===== config.mk =====
export PLATFORM = sky130hd
export DESIGN_NAME = div_u
export DESIGN_NICKNAME = d
export VERILOG_FILES = /design/src/rtl/div_u.sv
export SDC_FILE = /design/constraint.sdc
export NUM_CORES = 1
export LEC_CHECK = 0
export ABC_AREA = 1
export CORE_ASPECT_RATIO = 0.9
export CORE_MARGIN = 2
export CORE_UTILIZATION = 50
export DETAILED_ROUTE_END_ITERATION = 6
export PLACE_DENSITY = 0.81
export SYNTH_ARGS = -nofsm -noshare
export SYNTH_HDL_FRONTEND = slang
export SYNTH_SLANG_ARGS = --single-unit

===== constraint.sdc =====
create_clock -name clk -period 3.6 [get_ports clk]
set_input_delay 1.08 -clock clk [delete_from_list [all_inputs] [get_ports clk]]
set_output_delay 1.08 -clock clk [all_outputs]
set_load 0.02 [all_outputs]

===== src/rtl/div_u.sv =====
// ============================================================================
//  Module   : div_u
//  Purpose  : 16-bit unsigned restoring divider. One quotient bit per cycle,
//             MSB first. A divide by zero completes immediately with
//             result = {N, 16'hFFFF} and the div_zero flag set.
//  Ports    : clk      - clock, rising edge
//             n_rst    - asynchronous active-low reset
//             N, D     - dividend / divisor, captured on the accept edge
//             start    - request, sampled only while idle
//             dtype    - operation type; the block acts only on DTYPE_CODE
//             result   - registered {remainder[15:0], quotient[15:0]}
//             done     - one-cycle completion pulse (FIN state)
//             busy     - high whenever the FSM is not idle
//             div_zero - divisor was zero in the last completed operation
//  Revision : 1.0 - initial release
// ============================================================================
`default_nettype none

module div_u #(
    parameter logic [3:0] DTYPE_CODE = 4'h3
) (
    input  logic        clk,
    input  logic        n_rst,
    input  logic [15:0] N,
    input  logic [15:0] D,
    input  logic        start,
    input  logic [3:0]  dtype,
    output logic [31:0] result,
    output logic        done,
    output logic        busy,
    output logic        div_zero
);

    localparam logic [1:0] c_IDLE = 2'd0;
    localparam logic [1:0] c_CALC = 2'd1;
    localparam logic [1:0] c_FIN  = 2'd2;

    localparam logic [4:0] c_ITER = 5'd16;

    logic [1:0]  state_q,    state_d;
    logic [15:0] rem_q,      rem_d;
    logic [15:0] quo_q,      quo_d;
    logic [15:0] div_q,      div_d;
    logic [4:0]  cnt_q,      cnt_d;
    logic [31:0] result_q,   result_d;
    logic        div_zero_q, div_zero_d;

    logic        w_accept;
    logic        w_d_zero;
    logic        w_last;
    logic [16:0] w_shift;
    logic [16:0] w_trial;
    logic [15:0] w_rem_step;
    logic [15:0] w_quo_step;

    assign w_accept = (state_q == c_IDLE) && start && (dtype == DTYPE_CODE);
    assign w_d_zero = (D == 16'd0);
    assign w_last   = (cnt_q == 5'd1);

    // One restoring step. The quotient register initially holds the
    // dividend; its MSB feeds the remainder while result bits enter at LSB.
    assign w_shift    = {rem_q, quo_q[15]};
    assign w_trial    = w_shift - {1'b0, div_q};
    // trial[16] set means the subtraction borrowed: keep the shifted value.
    assign w_rem_step = w_trial[16] ? w_shift[15:0] : w_trial[15:0];
    assign w_quo_step = {quo_q[14:0], ~w_trial[16]};

    // ------------------------------------------------------------------
    // State register and datapath registers
    // ------------------------------------------------------------------
    always_ff @(posedge clk or negedge n_rst) begin
        if (!n_rst) begin
            state_q    <= c_IDLE;
            rem_q      <= 16'd0;
            quo_q      <= 16'd0;
            div_q      <= 16'd0;
            cnt_q      <= 5'd0;
            result_q   <= 32'h0000_0000;
            div_zero_q <= 1'b0;
        end else begin
            state_q    <= state_d;
            rem_q      <= rem_d;
            quo_q      <= quo_d;
            div_q      <= div_d;
            cnt_q      <= cnt_d;
            result_q   <= result_d;
            div_zero_q <= div_zero_d;
        end
    end

    // ------------------------------------------------------------------
    // Next-state logic
    // ------------------------------------------------------------------
    always_comb begin
        state_d = state_q;
        case (state_q)
            c_IDLE: begin
                if (w_accept) begin
                    state_d = w_d_zero ? c_FIN : c_CALC;
                end
            end
            c_CALC: begin
                if (w_last) begin
                    state_d = c_FIN;
                end
            end
            c_FIN:   state_d = c_IDLE;
            default: state_d = c_IDLE;
        endcase
    end

    // ------------------------------------------------------------------
    // Datapath next-state
    // ------------------------------------------------------------------
    always_comb begin
        rem_d      = rem_q;
        quo_d      = quo_q;
        div_d      = div_q;
        cnt_d      = cnt_q;
        result_d   = result_q;
        div_zero_d = div_zero_q;

        case (state_q)
            c_IDLE: begin
                if (w_accept) begin
                    if (w_d_zero) begin
                        result_d   = {N, 16'hFFFF};
                        div_zero_d = 1'b1;
                    end else begin
                        rem_d = 16'd0;
                        quo_d = N;
                        div_d = D;
                        cnt_d = c_ITER;
                    end
                end
            end
            c_CALC: begin
                rem_d = w_rem_step;
                quo_d = w_quo_step;
                cnt_d = cnt_q - 5'd1;
                if (w_last) begin
                    result_d   = {w_rem_step, w_quo_step};
                    div_zero_d = 1'b0;
                end
            end
            default: begin
            end
        endcase
    end

    // ------------------------------------------------------------------
    // Outputs
    // ------------------------------------------------------------------
    always_comb begin
        done     = (state_q == c_FIN);
        busy     = (state_q != c_IDLE);
        result   = result_q;
        div_zero = div_zero_q;
    end

endmodule

`default_nettype wire

==> key figures <==
Detailed routing
  – DR vias: 4,746
  – Final ANT Viol Nets: 0
  – Remaining DRCs: 6
  – Pre-antenna DRT Iters: 7
  – Routed WL: 12,800 um
  – WL/cell: 13.79 um
  – Via density: 5.114
  – Initial DRC count: 305

Outcome
  – Status: finished with violations
  – Failing checks: design-rule violations

Timing
  – Worst slew margin: 25.47%
  – RSZ-0062 raised after global routing: false
  – Fin crit period: 2.719 ns
  – Final Slew Violations: 0
  – Setup TNS: 0 ns
  – Setup Skew: 0.006230 ns
  – Worst slew pin tran: 1.114 ns
  – Final setup violating endpoints: 0
  – Hold Vio Cnt, Final: 0
  – Fmax achieved: 367.8 MHz
  – Fin crit share: 75.53%

Worst setup path
  – Critical path class: in -> reg
  – Crit start category: input port
  – Cells on worst reg2reg path: 16
  – Critical Path AT: 3.00 ns
  – Required @ worst endpoint: 3.88 ns
  – Max incr delay on CP: 0.41 ns
  – FF-to-FF Start: quo_q[15]
  – Worst-path fanout max: 34
  – Flop2flop setup slack: 1.15 ns
  – FF-to-FF End: result[24]
  – CP Capture Type: flip-flop
  – CP max-delay cell: inv_2
  – Worst path cell trace: clkdlybuf4s50_1 > inv_1 > nand4_1 > nor2_1 > nand3_1 > nand2_1 > nand2_4 > inv_2 > or2_2 > nand2_1 > inv_1

Yosys
  – Synth Area per Inst: 7.378 um2
  – Synth Cell Area: 0.005341 mm2
  – FF+latch count, synth: 88
  – Synth Area in Simple Gates: 32.07%
  – Adder-cell share of the synthesized area: 4.591%
  – Seq/Total Area, Yosys: 41.23%
  – Largest family of logic cells by synthesized area: simple AND/OR/NAND/NOR gates
  – XOR/XNOR share of the synthesized area: 1.148%
  – Share of the synthesized area in compound gates (AO/OA/AOI/OAI): 8.035%
  – Library cells used by synthesis: 36
  – Syn. warnings: 0
  – Mux cell area share after synthesis: 0%
  – Cell count after synthesis: 724
  – Syn nets: 782

Floorplanning
  – Full die area: 0.01153 mm2
  – Top Ports: 74
  – Die height: 102.1 um
  – Die width: 113.0 um
  – Starting Density: 51.68%
  – Num rows: 35
  – Core area: 0.01033 mm2

Global route
  – First-pass GRT wire length: 21,590 um
  – Initial antenna violation count: 0
  – Aggregate global-route resource usage: 23.40%
  – Vias in the first global route: 4,637
  – Grt total ovfl: 0
  – Largest net degree at the start of global routing: 89

Clock tree
  – Reg clk slew, reported paths: 0.06 ns
  – Clock sink total: 88
  – Root Buffer: clkbuf_16
  – CTS tree: yes
  – Count of cells resized by post-cts repair: 0
  – H-Tree Depth: 3
  – Latest clock arrival within the worst-skew pair: 0.34 ns
  – Number of buffers created by CTS: 9
  – CTS Buffer Depth: 2
  – Post-CTS setup buffer count: 0
  – # hold bufs at CTS: 0

Final layout
  – Fillcell total: 921
  – Share of layout cells above drive strength 1: 8.761%
  – Nets: 852
  – Layout area overhead: 19.84%
  – Antenna Diode Count: 0
  – Post-Layout Cell Count: 928

Placed design
  – I/O Buffers: 73
  – Gpl congestion: 0.9042
  – DP Wirelength: 9711 um
  – # placed instances: 912

Power
  – Power per cell area: 956.7 mW/mm2
  – Peak supply drop: 0.5524 mV
  – P_leak: 3.343 nW

Hold path
  – Hold depth: 1
  – Hold Path Class: reg -> reg
  – Sink of the worst hold path: cnt_q[3]
  – Hold Startpoint: cnt_q[3]

Flow run
  – Total of max-cap violations: 0
==> routing by layer <==
metal / track usage, % / routed length (um) / vias to the layer above
met5: 0 / 0 / -
met1: 30.93 / 5731 / 2180
met2: 40.08 / 6099 / 159
li1: - / - / 2382
met3: 3.915 / 692 / 25
met4: 7.223 / 275 / 0
==> stage by stage <==
stage | utilization [%] | hold WS (ns) | setup WS (ns) | cell area (um2) | total power, mW
after CTS | 61.94 | 0.4686 | 0.8857 | 6401 | 6.140
after floorplan | - | 0.4346 | 1.406 | 5341 | 4.319
after global routing | 61.94 | 0.4780 | 0.6374 | 6401 | 6.678
after global placement | 59.36 | 0.4526 | 0.6336 | 6135 | 5.171
after detailed placement | 59.36 | 0.4609 | 0.5655 | 6135 | 5.267
final | 61.94 | 0.4670 | 0.8808 | 6401 | 6.124
==> layout make-up <==
cell class                      instances  area, um2  share of cell area (%)
Clock buffer                           11      232.7                   3.636
Timing Repair Buffer                   79      785.8                   12.28
Clock inverter                          5      33.78                  0.5278
Tap cell                              129      161.4                   2.522
Sequential cell                        88       2202                   34.40
Multi-Input combinational cell        473       2449                   38.25
Inverter                              143      536.8                   8.385
==> worst max-delay path by stage <==
stage	startpoint	to	slack, ns	cells past startpoint
after floorplan	D[5]	result[23]	1.41	11
after global placement	D[9]	result[31]	0.63	11
after detailed placement	D[8]	result[30]	0.57	11
after CTS	D[8]	result[28]	0.89	11
after global routing	D[1]	result[28]	0.64	11
final	D[13]	result[28]	0.88	11
==> state kept, by name (all words and copies together) (netlist names) <==
register,flops
result,32
div_q,16
quo_q,16
rem_q,16
cnt_q,5
state_q,2
div_zero,1
==> report_power, final <==
group          total (mW)  switching, mW  internal (mW)  leakage (nW)
sequential           1.68          0.261           1.41          1.08
clock               0.846          0.380          0.467         0.126
combinational        3.60           2.30           1.30          2.13
==> placed cells by master, fill, tap and decap left out, types with 2 or more instances in the layout <==
cell type / netlist / final
nor2_2: 2 / 2
nand4_1: 8 / 8
o211ai_1: 2 / 2
nand2_1: 180 / 180
ha_1: 18 / 18
nand3_2: 16 / 16
nor2_1: 57 / 57
nand2_4: 3 / 3
xor2_1: 6 / 6
and2_1: 3 / 3
inv_1: 135 / 135
or2_2: 5 / 5
a21oi_1: 22 / 22
or2_1: 12 / 12
a21oi_4: 2 / 2
clkbuf_16: 0 / 9
nand2_2: 10 / 10
buf_4: 4 / 6
clkinv_2: 0 / 2
inv_2: 7 / 7
nand3_1: 69 / 69
nor3_2: 2 / 2
clkinvlp_4: 0 / 2
clkdlybuf4s50_1: 0 / 72
o21ai_0: 42 / 42
o21ai_1: 7 / 7
clkbuf_1: 6 / 2
dfrtp_1: 88 / 88
==> cell usage after synthesis (all sizes together) <==
master  number  area, um2
a21oi       24      142.6
a22oi        1      7.510
a31oi        1      12.51
and2         4      26.28
buf         13      117.6
clkbuf       7      36.28
clkinv       1      3.750
dfrtp       88       2202
fa           1      20.02
ha          18      225.2
inv        142      533.0
nand2      193      772.0
nand3       85      505.5
nand4        8      50.05
nor2        59      226.5
nor3         2      20.02
o211ai       2      15.01
o21ai       49      245.2
o22ai        1      6.260
or2         18      112.6
xnor2        1      8.760
xor2         6      52.55
==> critical path: cells and delay by family <==
| kind | cells | cell delay [ns] |
|---|---|---|
| buffers and inverters | 4 | 0.93 |
| AND/OR/NAND/NOR | 7 | 0.98 |
==> cell families (layout without fill, tap and decap cells) <==
group	count (synthesis)	in the layout
simple gates	369	369
compound gates	78	78
xor+xnor	7	7
buf+inv	163	238
flops	88	88
fa+ha+maj	19	19
Note: power is estimated with default switching activity, not from simulation.
